$ cat src/rtl/pipe_ctrl_pkg.sv
// Shared types for the pipeline stall/flush sequencer.
// State enum, register-control bundle and common constants.
package pipe_ctrl_pkg;

  typedef enum logic [1:0] {
    RFLUSH,
    RUN,
    MWAIT
  } state_t;

  typedef struct packed {
    logic en;
    logic clr;
  } reg_ctl_t;

  localparam logic [4:0] X0 = 5'd0;

  localparam reg_ctl_t ADV  = '{en: 1'b1, clr: 1'b0};
  localparam reg_ctl_t FLS  = '{en: 1'b1, clr: 1'b1};
  localparam reg_ctl_t HOLD = '{en: 1'b0, clr: 1'b0};

endpackage

$ cat src/rtl/hazard_detect.sv
// Load-use comparator: EX load feeding a register that ID reads.
// Purely combinational; x0 never creates a dependency.
module hazard_detect
  import pipe_ctrl_pkg::*;
(
  input  logic [4:0] rs1,
  input  logic [4:0] rs2,
  input  logic       rs1_used,
  input  logic       rs2_used,
  input  logic [4:0] rd,
  input  logic       mem_to_reg,
  output logic       load_use
);

  logic hit1;
  logic hit2;

  assign hit1 = rs1_used && (rs1 == rd);
  assign hit2 = rs2_used && (rs2 == rd);

  assign load_use = mem_to_reg && (rd != X0)
                 && (hit1 || hit2);

endmodule

$ cat src/rtl/pipe_hazard_ctrl.sv
// Stall/flush sequencer for the 5-stage pipeline registers and PC.
// Define HAZARD_PERF_CNT_EN to build the stall/flush counters.
module pipe_hazard_ctrl
  import pipe_ctrl_pkg::*;
#(
  parameter int RST_FLUSH_CYC = 2,
  parameter int MEM_TIMEOUT   = 255
) (
  input  logic        clk,
  input  logic        rst,
  input  logic [4:0]  Rs1D,
  input  logic [4:0]  Rs2D,
  input  logic        Rs1UsedD,
  input  logic        Rs2UsedD,
  input  logic        JalD,
  input  logic [4:0]  RdE,
  input  logic        MemToRegE,
  input  logic        BranchTakenE,
  input  logic        JalrE,
  input  logic        MemReqM,
  input  logic        MemAckM,
  output logic        PcEnF,
  output logic        EnD,
  output logic        ClrD,
  output logic        EnE,
  output logic        ClrE,
  output logic        EnM,
  output logic        ClrM,
  output logic        EnW,
  output logic        ClrW,
  output logic        MemErr,
  output logic [31:0] StallCnt,
  output logic [31:0] FlushCnt
);

  localparam int WW = $clog2(MEM_TIMEOUT + 1);
  localparam int FW = $clog2(RST_FLUSH_CYC + 1);
  localparam logic [WW-1:0] WMAX  = WW'(MEM_TIMEOUT);
  localparam logic [FW-1:0] FLAST = FW'(RST_FLUSH_CYC - 1);

  state_t          state;
  state_t          state_nx;
  logic [FW-1:0]   fcnt;
  logic [WW-1:0]   wcnt;
  reg_ctl_t        cd, ce, cm, cw;
  logic            pc_en;
  logic            lu;
  logic            mem_stall;
  logic            redirect;
  logic            timeout;
  logic            active;

  hazard_detect u_hd (
    .rs1        (Rs1D),
    .rs2        (Rs2D),
    .rs1_used   (Rs1UsedD),
    .rs2_used   (Rs2UsedD),
    .rd         (RdE),
    .mem_to_reg (MemToRegE),
    .load_use   (lu)
  );

  assign mem_stall = MemReqM && !MemAckM;
  assign redirect  = BranchTakenE || JalrE;
  assign active    = (state == RUN) || (state == MWAIT);

  always_comb begin
    state_nx = state;
    timeout  = 1'b0;
    pc_en    = 1'b1;
    cd       = ADV;
    ce       = ADV;
    cm       = ADV;
    cw       = ADV;
    unique case (state)
      RFLUSH: begin
        pc_en = 1'b0;
        cd    = FLS;
        ce    = FLS;
        cm    = FLS;
        cw    = FLS;
        if (fcnt == FLAST) state_nx = RUN;
      end
      RUN, MWAIT: begin
        // A timeout is treated exactly like an ack.
        if (state == MWAIT && !MemAckM && wcnt == WMAX) timeout = 1'b1;
        if (mem_stall && !timeout) begin
          pc_en    = 1'b0;
          cd       = HOLD;
          ce       = HOLD;
          cm       = HOLD;
          cw       = FLS;
          state_nx = MWAIT;
        end else begin
          state_nx = RUN;
          if (redirect) begin
            cd = FLS;
            ce = FLS;
          end else if (lu) begin
            pc_en = 1'b0;
            cd    = HOLD;
            ce    = FLS;
          end else if (JalD) begin
            cd = FLS;
          end
        end
      end
      default: begin
        pc_en    = 1'b0;
        cd       = FLS;
        ce       = FLS;
        cm       = FLS;
        cw       = FLS;
        state_nx = RFLUSH;
      end
    endcase
    if (rst) begin
      pc_en = 1'b0;
      cd    = FLS;
      ce    = FLS;
      cm    = FLS;
      cw    = FLS;
    end
  end

  always_ff @(posedge clk) begin
    if (rst) begin
      state  <= RFLUSH;
      fcnt   <= '0;
      wcnt   <= '0;
      MemErr <= 1'b0;
    end else begin
      state <= state_nx;
      fcnt  <= (state == RFLUSH) ? fcnt + 1'b1 : '0;
      if (state == RUN) wcnt <= WW'(1);
      else if (state == MWAIT) wcnt <= wcnt + 1'b1;
      if (timeout) MemErr <= 1'b1;
    end
  end

`ifdef HAZARD_PERF_CNT_EN
  always_ff @(posedge clk) begin
    if (rst) begin
      StallCnt <= '0;
      FlushCnt <= '0;
    end else if (active) begin
      if (!pc_en) StallCnt <= StallCnt + 32'd1;
      if (cd.clr || ce.clr || cw.clr) FlushCnt <= FlushCnt + 32'd1;
    end
  end
`else
  assign StallCnt = 32'd0;
  assign FlushCnt = 32'd0;
  logic unused_active;
  assign unused_active = active;
`endif

  assign PcEnF = pc_en;
  assign EnD   = cd.en;
  assign ClrD  = cd.clr;
  assign EnE   = ce.en;
  assign ClrE  = ce.clr;
  assign EnM   = cm.en;
  assign ClrM  = cm.clr;
  assign EnW   = cw.en;
  assign ClrW  = cw.clr;

endmodule

$ cat config.mk
export PLATFORM = sky130hd
export DESIGN_NAME = pipe_hazard_ctrl
export DESIGN_NICKNAME = d
export VERILOG_FILES = /design/src/rtl/pipe_ctrl_pkg.sv /design/src/rtl/hazard_detect.sv /design/src/rtl/pipe_hazard_ctrl.sv
export SDC_FILE = /design/constraint.sdc
export NUM_CORES = 1
export LEC_CHECK = 0
export BUFFER_PORTS_ARGS = -buffer_cell sky130_fd_sc_hd__buf_2
export CORE_ASPECT_RATIO = 1.1
export CORE_UTILIZATION = 40
export DETAILED_ROUTE_END_ITERATION = 12
export PLACE_DENSITY = 0.78
export SLEW_MARGIN = 5
export SYNTH_ARGS = -nofsm -noshare
export SYNTH_HDL_FRONTEND = slang
export SYNTH_HIERARCHICAL = 1
export SYNTH_SLANG_ARGS = --single-unit
$ cat constraint.sdc
create_clock -name clk -period 2.1 [get_ports clk]
set_input_delay 0.42 -clock clk [delete_from_list [all_inputs] [get_ports clk]]
set_output_delay 0.42 -clock clk [all_outputs]
set_load 0.05 [all_outputs]
Word level (Yosys, flattened, before mapping). Cells that the tools add are included.

Bitwise logic cells: 1. $add $sub $neg: 2. Equality and inequality tests: 7. Reductions and logical operators: 18. Mux-type cells: 30.

Operators with widths (count): 2-to-1 mux 2 bit (14); 2-to-1 mux 1 bit (15); equality test 5 bit (2); adder 8 x 1 -> 8 bit (second input constant) (1); equality test 8 bit (second input constant) (1); logical AND 1 bit (8); OR reduction 2 bit (3); nonzero test 5 bit (1); equality test 2 x 1 -> 1 bit (second input constant) (2); case mux 2 bit (2 select lines) (1); adder 2 x 1 -> 2 bit (second input constant) (1); equality test 2 bit (second input constant) (1); logical NOT 1 bit (2); logical NOT 2 bit (1); logical OR 1 bit (2); inequality test 2 bit (second input constant) (1); nonzero test 2 bit (1); NOT 1 bit (1).

Output and inout bits: 74. Input bits: 25. Word-level logic and storage cells: 63. Register bits: 13.

Depth between registers and ports, before layout. Gate-level depths: netlist of run 1.

Word-level depth: 10. Gate-level depth with buffers: 7. Depth with buffers taken out: 7.

Hierarchy. Netlist of run 1, hierarchy kept.

Modules (own cells, without submodules): pipe_hazard_ctrl (sequential area each 260.2 um^2, cells each 147, instances 1, area each 1182.4 um^2); hazard_detect (sequential area each 0.0 um^2, cells each 17, instances 1, area each 133.9 um^2).

Least setup slack after synthesis of run 1. Ideal clock, no wire load.

Path type: reg2out. From: register state[0]. To: output ClrD. Stages on the path, launching flop included: 6. Path slack: -1.337 ns. Buffers on the path: 0. Data required time: 1.680 ns. Data arrival time: 3.017 ns. Path through: dfxtp_1 -> inv_1 -> ha_1 -> nand4_2 -> o211ai_1 -> a21boi_0.

Word-level cells in the longest chain between the ends: 10. Elaborated cells on any way between the ends: 12. Classes of those cells: eq/ne (2); mux (5); reduce/logical (5).

Ends and longest elaborated chain: start, declared (RTL line pipe_hazard_ctrl.sv:41) `state_t state;`; start signal, assigned (RTL line pipe_hazard_ctrl.sv:133) `state <= state_nx;`; equality test 2 bit (RTL line pipe_hazard_ctrl.sv:75, pipe_hazard_ctrl.sv:86); logical AND 1 bit (2 in series) (RTL line pipe_hazard_ctrl.sv:86) `if (state == MWAIT && !MemAckM && wcnt == WMAX) timeout = 1'b1;`; 2-to-1 mux 1 bit (RTL line pipe_hazard_ctrl.sv:86); 2-to-1 mux 1 bit (RTL line pipe_hazard_ctrl.sv:75) `unique case (state)`; logical NOT 1 bit (RTL line pipe_hazard_ctrl.sv:87) `if (mem_stall && !timeout) begin`; logical AND 1 bit (RTL line pipe_hazard_ctrl.sv:87); 2-to-1 mux 2 bit (RTL line pipe_hazard_ctrl.sv:87); 2-to-1 mux 2 bit * (RTL line pipe_hazard_ctrl.sv:75); 2-to-1 mux 2 bit * (RTL line pipe_hazard_ctrl.sv:117) `if (rst) begin`; end, declared (RTL line pipe_hazard_ctrl.sv:24) `output logic ClrD,`.

Every way passes the cells marked *; elsewhere a longest branch is shown, timed or not. The select of a mux whose other input is x is not followed.

Final worst setup path of run 1.
From: input RdE[2]. To: output PcEnF.

Word-level cells in the longest chain between the ends: 9. Elaborated cells on any way between the ends: 13. Classes of those cells: eq/ne (2); mux (5); reduce/logical (6).

Ends and longest elaborated chain: start, declared (RTL line pipe_hazard_ctrl.sv:16) `input logic [4:0] RdE,`; equality test 5 bit, on equally long branches (RTL line hazard_detect.sv:18, hazard_detect.sv:19); logical AND 1 bit, on equally long branches (RTL line hazard_detect.sv:18, hazard_detect.sv:19); logical OR 1 bit (RTL line hazard_detect.sv:22) `&& (hit1 || hit2);`; logical AND 1 bit * (RTL line hazard_detect.sv:22); via lu (RTL line pipe_hazard_ctrl.sv:47) `logic lu;`; 2-to-1 mux 1 bit * (RTL line pipe_hazard_ctrl.sv:99) `end else if (lu) begin`; 2-to-1 mux 1 bit * (RTL line pipe_hazard_ctrl.sv:96) `if (redirect) begin`; 2-to-1 mux 1 bit * (RTL line pipe_hazard_ctrl.sv:87); 2-to-1 mux 1 bit * (RTL line pipe_hazard_ctrl.sv:75); 2-to-1 mux 1 bit * (RTL line pipe_hazard_ctrl.sv:117); end, declared (RTL line pipe_hazard_ctrl.sv:22) `output logic PcEnF,`.

The timed path passes the listed nets; every way through them passes the cells marked *.

==> results_dict.tcl, run 1 <==
set metrics [dict create \
    status "complete, but fails checks" \
    violations "design-rule violations, negative setup slack" \
    wl_per_cell_um 9.57 \
    worstSetupPathType "input port to primary output" \
    root_buffer "clkbuf_4" \
    die_x_um 56.7 \
    cts_tree "done" \
    slowest_stage "nor4_2" \
    synth_top_cell_by_area "buf_4" \
    grt_pass1_wl_um 3900 \
    power_density_mw_per_mm2 744 \
    area_growth_pct 23.0 \
    cp_cell_sequence "buf_6 > xor2_1 > nor4_2 > nand3_1 > a21oi_2 > inv_2 > o311a_1 > buf_6" \
    drt_wl_total_um 2400 \
    grt.overflow.total 0 \
    critPathArrivalTime_ns 1.83 \
    routabilityCongestion 0.823 \
    initial_core_util_pct 42.5 \
    clk_pin_slew_worst_paths_ns 0.09 \
    gr-max-usage-layer "met2" \
    pin_count 99 \
    worst-path-buf-inv 3 \
    synth.distinct_cells 33 \
    antenna_found_initial 0 \
    die-area_mm2 0.00352 \
    avgSynthCellArea_um2 8.03 \
    crit_top_cell "buf_6" \
    h-tree-depth 1 \
    place_inst 241 \
    synth_top_cell_area_share_pct 37.6 \
    syn_inst 164 \
    grt_usage_pct 13.6 \
    fillers 294 \
    clkLatencyLatePin_ns 0.28 \
    min_period_ns 2.25 \
    drt_iter0_markers 39 \
    synthFlopType "dfxtp_1" \
    fin_ws_ns -0.152 \
    cp_slowest_stage_delay_ns 0.30 \
    fin_worst_skew_ns 0.00433 \
    avgViaCountPerCell 4.22 \
    grt_max_degree 8 \
    clock-sinks 13 \
    yosys_warnings 6 \
    crit_path_end_kind "primary output" \
    final_nets 249 \
    vdd_drop_max_mv 0.491 \
    yosys-top-cells-area "buf_4, dfxtp_1, xor2_1" \
    rsz0062_at_grt "yes" \
    layout-drive-gt1-share_pct 35.5 \
    cts_buffers 3 \
    drtPass1Iterations 8 \
    first_global_vias 983 \
    hold_viol 0 \
    period_share_pct 107 \
    clock_path_buffers 2 \
    max-cap-violations 0 \
    stdcell_count 251 \
    use_met2_pct 26.5 \
    grt_use_met3_pct 2.29 \
    vias 1058 \
    drc 21 \
    cpLargestDelayFamily "compound AO/OA/AOI/OAI gates" \
    grtUsageMet1_pct 14.1 \
    critPathMaxFanout 3 \
    setup_viol 6 \
    fp.dieH_um 62.2 \
    required_ns 1.68 \
    num_rows 21 \
    ant_nets 0 \
    core_mm2 0.00310 \
    hold_path.class "input port to register" \
    n_antenna_cell 0 \
    ys_seq_area_share_pct 19.8 \
    power.leakage_nw 0.807 \
    slew_violations 0 \
    maxClockFrequency_mhz 444 \
    port_buffers 33 \
    cp-start-kind "input port" \
    netlist_area_mm2 0.00132 \
    ys_async_sr_fraction_pct 0 \
    p_total_w 0.00120 \
    ys_ff_latch 13 \
    synth_edf_count 0 \
    dpl.hpwl_um 1790 \
]
-- worst register-to-register path, stage by stage (launching register included) --
cell and delay (ns):
dfxtp_2 0.35, inv_4 0.08, ha_4 0.15, buf_4 0.10, buf_4 0.12, nand3_1 0.08
or4_1 0.50, a21oi_1 0.14
-- report_power, final --
group / total [W] / internal, W / switching, W
registers: 0.000309 / 0.000284 / 0.0000253
logic: 0.000734 / 0.000225 / 0.000509
clock network: 0.000162 / 0.0000738 / 0.0000880
-- cell families after synthesis --
kind of cell / share of synthesized area, %
xor+xnor: 8.65
compound gates: 8.94
flops: 19.8
buf+inv: 39.6
other cells: 0.571
simple gates: 16.0
fa+ha+maj: 5.70
mux: 0.760
-- Yosys cell counts (all sizes together), types with 2 or more instances --
master,instances
conb,2
a21boi,3
nor2b,3
nand3,4
o21ai,4
or3,2
xnor2,2
xor2,11
ha,6
nor3,3
or4,2
dfxtp,13
a21oi,5
buf,66
inv,6
nor4,2
nand4,4
nand2,6
nor2,9
-- stage by stage --
| stage | hold WS [ns] | cell area [um^2] | worst slack, ns | setup TNS [ns] | util, % |
|---|---|---|---|---|---|
| after floorplan | 0.399 | 1630 | -0.490 | -1.92 | - |
| after global placement | 0.409 | 1440 | -0.232 | -0.619 | 46.5 |
| after detailed placement | 0.413 | 1440 | -0.222 | -0.647 | 46.5 |
| after CTS | 0.374 | 1590 | -0.112 | -0.352 | 51.2 |
| after global routing | 0.379 | 1620 | -0.261 | -0.920 | 52.2 |
| final | 0.386 | 1620 | -0.152 | -0.432 | 52.2 |
-- flip-flops by register name, indices dropped and copies added, names as in the netlist --
| register | count |
|---|---|
| MemErr | 1 |
| state | 2 |
| fcnt | 2 |
| wcnt | 8 |
-- what timing repair did --
action	4_1_cts	5_1_grt
setup buffers	4	2
endpoints found under the hold margin	0	0
gates resized for setup	27	5
hold buffers	0	0
pin swaps	5	0
endpoints found under the setup margin	8	7
-- cell type report --
class	instances	area [um^2]	area share [%]
clock buffer	4	26.3	1.62
inverter	6	27.5	1.70
timing repair buffer	53	373	23.0
tap	34	42.5	2.63
multi-input combinational	141	877	54.2
sequential	13	273	16.8
-- layout by cell type (no fill, tap or decap), types with 3 or more instances in the layout --
cell type	netlist	final
a21oi_1	5	4
ha_4	0	3
inv_1	6	3
buf_4	66	20
nand3_1	4	4
buf_2	0	25
xor2_1	11	11
clkbuf_4	0	3
dfxtp_4	0	3
nand2_1	6	6
nand4_1	3	3
dfxtp_1	13	9
nor2_1	9	9
ha_1	6	3
conb_1	2	65
a21boi_4	0	3
buf_6	0	6
-- routing by layer --
layer / up-vias / routed length, um / share of wire (%)
met5: - / 0 / 0
met4: 0 / 22 / 0.92
met3: 2 / 143 / 6.0
met2: 49 / 1300 / 54
met1: 488 / 933 / 39
li1: 519 / - / -
-- path summary, 6_finish.rpt --
path | startpoint | endpoint | slack (ns) | cells past startpoint
max reg2reg | state[0]$_SDFFE_PP0P_ | wcnt[7]$_SDFFE_PP0N_ | 0.51 | 7
min | rst | MemErr$_SDFFE_PP0P_ | 0.39 | 2
min reg2reg | fcnt[0]$_SDFF_PP0_ | fcnt[0]$_SDFF_PP0_ | 0.42 | 1
max | RdE[2] | PcEnF | -0.15 | 8
No activity file was read; power rests on OpenSTA's default activity.
==> run 2, diff against run 1 <==
--- a/config.mk
+++ b/config.mk
@@ -7,9 +7,11 @@
 export LEC_CHECK = 0
 export BUFFER_PORTS_ARGS = -buffer_cell sky130_fd_sc_hd__buf_2
 export CORE_ASPECT_RATIO = 1.1
-export CORE_UTILIZATION = 40
+export CORE_UTILIZATION = 41
+export CTS_BUF_LIST = sky130_fd_sc_hd__clkbuf_4
 export DETAILED_ROUTE_END_ITERATION = 12
-export PLACE_DENSITY = 0.78
+export HOLD_SLACK_MARGIN = 0.15
+export PLACE_DENSITY = 0.8
 export SLEW_MARGIN = 5
 export SYNTH_ARGS = -nofsm -noshare
 export SYNTH_HDL_FRONTEND = slang
==> run 2 against run 1 <==
Effect of this change:
- the run ends with negative setup slack left
- register-to-register slack improved by 0.04 ns
- hold slack better by 0.0040 ns
- global-route usage increased by 0.22 points
- fmax is 1.9% lower
- critical path depth unchanged
- first-iteration DRC count decreased by 69%
- wire length up 2.1%
- largest power group unchanged
==> results_dict.tcl, run 2 (synthesized netlist as in run 1, its figures left out) <==
set metrics [dict create \
    initial_core_util_pct 43.2 \
    fin_worst_skew_ns 0.00586 \
    reg_top3 "wcnt x8, fcnt x2, state x2" \
    fin_ws_ns -0.196 \
    num_rows 21 \
    cts_tree "done" \
    wl_per_cell_um 9.82 \
    violations "negative setup slack" \
    critPathCapture "PcEnF" \
    place_inst 240 \
    hold_ws_ns 0.390 \
    period_share_pct 109 \
    critPathArrivalTime_ns 1.88 \
    largest_register_ffs 8 \
    clk_pin_slew_worst_paths_ns 0.08 \
    fillers 296 \
    worstSetupPathType "input port to primary output" \
    min_period_ns 2.30 \
    hold_path.class "input port to register" \
    root_buffer "clkbuf_4" \
    antenna_found_initial 0 \
    fp.dieH_um 61.4 \
    final_common_cell "conb_1" \
    drt_wl_total_um 2450 \
    ant_nets 0 \
    status "complete, but fails checks" \
    cp-start-kind "input port" \
    clock-sinks 13 \
    slew_violations 0 \
    swShare_pct 51.3 \
    vias 1051 \
    final_nets 248 \
    startpoint "RdE[2]" \
    rsz0062_at_grt "yes" \
    power_density_mw_per_mm2 733 \
    h-tree-depth 1 \
    drc 0 \
    stdcell_count 250 \
    n_antenna_cell 0 \
    drt_iter0_markers 12 \
    final_cell_mix "conb_1, buf_2, buf_4" \
    layout-drive-gt1-share_pct 35.6 \
    clkLatencyLatePin_ns 0.28 \
    grt_max_degree 8 \
    internal_power_w 0.000582 \
    first_global_vias 936 \
    r2r_cells 7 \
    seqPwrFrac_pct 26.2 \
    hold_viol 0 \
    reg2reg_slack_ns 0.55 \
    grt_usage_pct 13.8 \
    crit_path_end_kind "primary output" \
    largest_register "wcnt" \
    max-cap-violations 0 \
    switchingPower_w 0.000612 \
    die-area_mm2 0.00344 \
    pin_count 99 \
    clockPowerShare_pct 14.3 \
    core_mm2 0.00305 \
    grt_pass1_wl_um 3760 \
    postCtsHoldBufs 0 \
    maxClockFrequency_mhz 436 \
    power.leakage_nw 0.812 \
    regToRegEndpoint "wcnt[7]$_SDFFE_PP0N_" \
    cts_buffers 3 \
    die_x_um 56.0 \
    clock_path_buffers 2 \
    routabilityCongestion 0.736 \
    area_growth_pct 23.8 \
    drtPass1Iterations 2 \
    port_buffers 33 \
    r2r-start "state[0]$_SDFFE_PP0P_" \
    grt.overflow.total 0 \
    setup_viol 4 \
    vdd_drop_max_mv 0.547 \
    p_comb_share_pct 59.5 \
    critPathMaxFanout 3 \
    avgViaCountPerCell 4.20 \
    p_total_w 0.00119 \
    dpl.hpwl_um 1830 \
    required_ns 1.68 \
]
run 2: cell types whose count changed in the layout (fill, tap and decap cells not counted), sizes merged:
cell  delta
buf      -1
run 2: stage by stage:
| step | setup TNS (ns) | util, % | setup slack [ns] | instance area, um^2 |
|---|---|---|---|---|
| after floorplan | -1.92 | - | -0.490 | 1630 |
| after global placement | -0.602 | 47.1 | -0.229 | 1440 |
| final | -0.471 | 53.4 | -0.196 | 1630 |
| after global routing | -0.973 | 53.4 | -0.252 | 1630 |
| after detailed placement | -0.650 | 47.1 | -0.228 | 1440 |
| after CTS | -0.253 | 52.2 | -0.0845 | 1590 |
run 2: metal layers:
metal,part of all wire (%),vias up,GRT usage [%]
met5,0,-,0
met4,1.5,0,4.18
met3,6.6,5,4.20
met2,52,50,27.7
met1,40,478,14.0
li1,-,518,-
run 2: worst min-delay path by stage:
stage / startpoint / to / slack [ns] / cells past startpoint
6_report: rst / MemErr$_SDFFE_PP0P_ / 0.39 / 2
5_1_grt: rst / MemErr$_SDFFE_PP0P_ / 0.39 / 2
3_5_place_dp: fcnt[0]$_SDFF_PP0_ / fcnt[0]$_SDFF_PP0_ / 0.41 / 1
4_1_cts: rst / MemErr$_SDFFE_PP0P_ / 0.37 / 2
2_1_floorplan: fcnt[0]$_SDFF_PP0_ / fcnt[0]$_SDFF_PP0_ / 0.40 / 1
3_3_place_gp: fcnt[0]$_SDFF_PP0_ / fcnt[0]$_SDFF_PP0_ / 0.41 / 1
run 2: layout make-up:
class	instances	area [um^2]	share of cell area, %
Inverter	6	25.0	1.54
Tap cell	34	42.5	2.61
Timing Repair Buffer	52	382	23.4
Clock buffer	4	30.0	1.84
Sequential cell	13	273	16.7
Multi-Input combinational cell	141	877	53.8
run 2: timing repair:
item,CTS,global route
pin swaps,7,4
endpoints found under the setup margin,7,7
buffers inserted,5,1
gates resized for setup,27,8
run 2: power groups by stage:
stage / Combinational (W) / Sequential (W) / Clock, W
finish: 0.000711 / 0.000313 / 0.000170
global route: 0.000756 / 0.000318 / 0.000187
CTS: 0.000696 / 0.000312 / 0.000179
detailed placement: 0.000622 / 0.000319 / 0
global placement: 0.000611 / 0.000318 / 0
floorplan: 0.000608 / 0.000313 / 0
run 2: critical path, cell delays in order:
cell	delay, ns
buf_6	0.10
xor2_1	0.17
nor4_2	0.32
nand3_1	0.14
a21oi_2	0.18
inv_2	0.07
o311a_1	0.31
buf_6	0.16
==> run 3, diff against run 2 <==
==> constraint.sdc (replaced) <==
create_clock -name clk -period 2.8 [get_ports clk]
set_input_delay 0.56 -clock clk [delete_from_list [all_inputs] [get_ports clk]]
set_output_delay 0.56 -clock clk [all_outputs]
set_load 0.05 [all_outputs]
==> run 3 against run 2 <==
Effect of this change:
- non-clock buffer count fell by 15
- the run now ends clean
- global-route usage fell by 1.2 points
- hold slack improved by 0.040 ns
- highest routed layer unchanged
==> results_dict.tcl, run 3 (synthesized netlist as in run 1, its figures left out) <==
set metrics [dict create \
    status "finished clean" \
    root_buffer "clkbuf_4" \
    final_nets 233 \
    stdcell_count 235 \
    drt_iter0_markers 13 \
    slew_violations 0 \
    final_cell_mix "conb_1, buf_2, dfxtp_1" \
    pin_count 99 \
    maxClockFrequency_mhz 375 \
    critPathArrivalTime_ns 2.11 \
    die-area_mm2 0.00344 \
    routabilityCongestion 0.792 \
    max-cap-violations 0 \
    dpl-instance-area_mm2 0.00132 \
    largest_register_ffs 8 \
    h-tree-depth 1 \
    critPathMaxFanout 3 \
    min_period_ns 2.67 \
    reg_top3 "wcnt x8, fcnt x2, state x2" \
    largest_register "wcnt" \
    initial_core_util_pct 43.2 \
    area_growth_pct 4.75 \
    drt_wl_total_um 2090 \
    avgViaCountPerCell 4.34 \
    required_ns 2.24 \
    vias 1019 \
    hold_viol 0 \
    vdd_drop_max_mv 0.357 \
    grt_usage_pct 12.6 \
    die_x_um 56.0 \
    layout-drive-gt1-share_pct 25.4 \
    clock-sinks 13 \
    clkLatencyLatePin_ns 0.28 \
    power.leakage_nw 0.693 \
    final_common_cell "conb_1" \
    fillers 318 \
    crit_path_end_kind "primary output" \
    grt_max_degree 8 \
    port_buffers 33 \
    cts_tree "done" \
    antenna_found_initial 0 \
    drc 0 \
    first_global_vias 821 \
    grt_pass1_wl_um 3400 \
    dpl.hpwl_um 1700 \
    cp-start-kind "input port" \
    fin_worst_skew_ns 0.00455 \
    hold_path.class "register to register" \
    ant_nets 0 \
    p_total_w 0.000808 \
    hold_ws_ns 0.430 \
    fin_setup_tns_ns 0 \
    clock_path_buffers 2 \
    worstSetupPathType "input port to primary output" \
    setup_viol 0 \
    drtPass1Iterations 4 \
    num_rows 21 \
    wl_per_cell_um 8.91 \
    grt.overflow.total 0 \
    n_antenna_cell 0 \
    rsz0062_at_grt "no" \
    power_density_mw_per_mm2 586 \
    fp.dieH_um 61.4 \
    clk_pin_slew_worst_paths_ns 0.08 \
    cts_buffers 3 \
    design_area_mm2 0.00138 \
    place_inst 228 \
    core_mm2 0.00305 \
    period_share_pct 95.2 \
    postCtsHoldBufs 0 \
]
==> run 3: path summary, 6_finish.rpt <==
| check | from | end | slack, ns | cells after the start |
|---|---|---|---|---|
| max | RdE[0] | ClrD | 0.13 | 8 |
| max reg2reg | state[1]$_SDFFE_PP0P_ | state[1]$_SDFFE_PP0P_ | 1.15 | 6 |
| min reg2reg | fcnt[0]$_SDFF_PP0_ | fcnt[0]$_SDFF_PP0_ | 0.43 | 1 |
| min | fcnt[0]$_SDFF_PP0_ | fcnt[0]$_SDFF_PP0_ | 0.43 | 1 |
==> run 3: layout make-up <==
class	instances	area [um^2]	area share (%)
multi-input cells	141	828	60.1
flip-flops and latches	13	260	18.9
repair buffers	37	195	14.2
well taps	34	42.5	3.09
clock buffers	4	30.0	2.18
inverters	6	22.5	1.63
==> run 3: what timing repair did <==
item | in CTS | in global routing
buffers inserted | 0 | 3
endpoints found under the setup margin | 0 | 4
resized for setup | 0 | 3
==> run 3: layer usage <==
metal / wire length (um) / GRT usage (%)
met4: 49 / 6.27
met3: 164 / 3.78
met1: 823 / 13.9
met5: 0 / 0
met2: 1060 / 22.6
==> run 3: metrics by stage <==
step / setup WS, ns / utilization (%)
after floorplan: 0.0147 / -
after global placement: 0.0878 / 43.1
after detailed placement: 0.0117 / 43.1
after CTS: 0.00911 / 44.1
after global routing: 0.0253 / 45.2
final: 0.134 / 45.2
==> run 3: critical path, cell delays in order <==
cell      delay (ns)
buf_2           0.13
or4_1           0.51
o21ai_1         0.18
a21oi_2         0.06
inv_1           0.14
nand2_1         0.12
a21boi_4        0.14
buf_2           0.27
==> run 3: report_power, final <==
part	switching, W	internal, W	total, W
clock network	0.0000621	0.0000650	0.000127
logic	0.000350	0.000101	0.000451
registers	0.0000213	0.000209	0.000230
total	0.000433	0.000375	0.000808
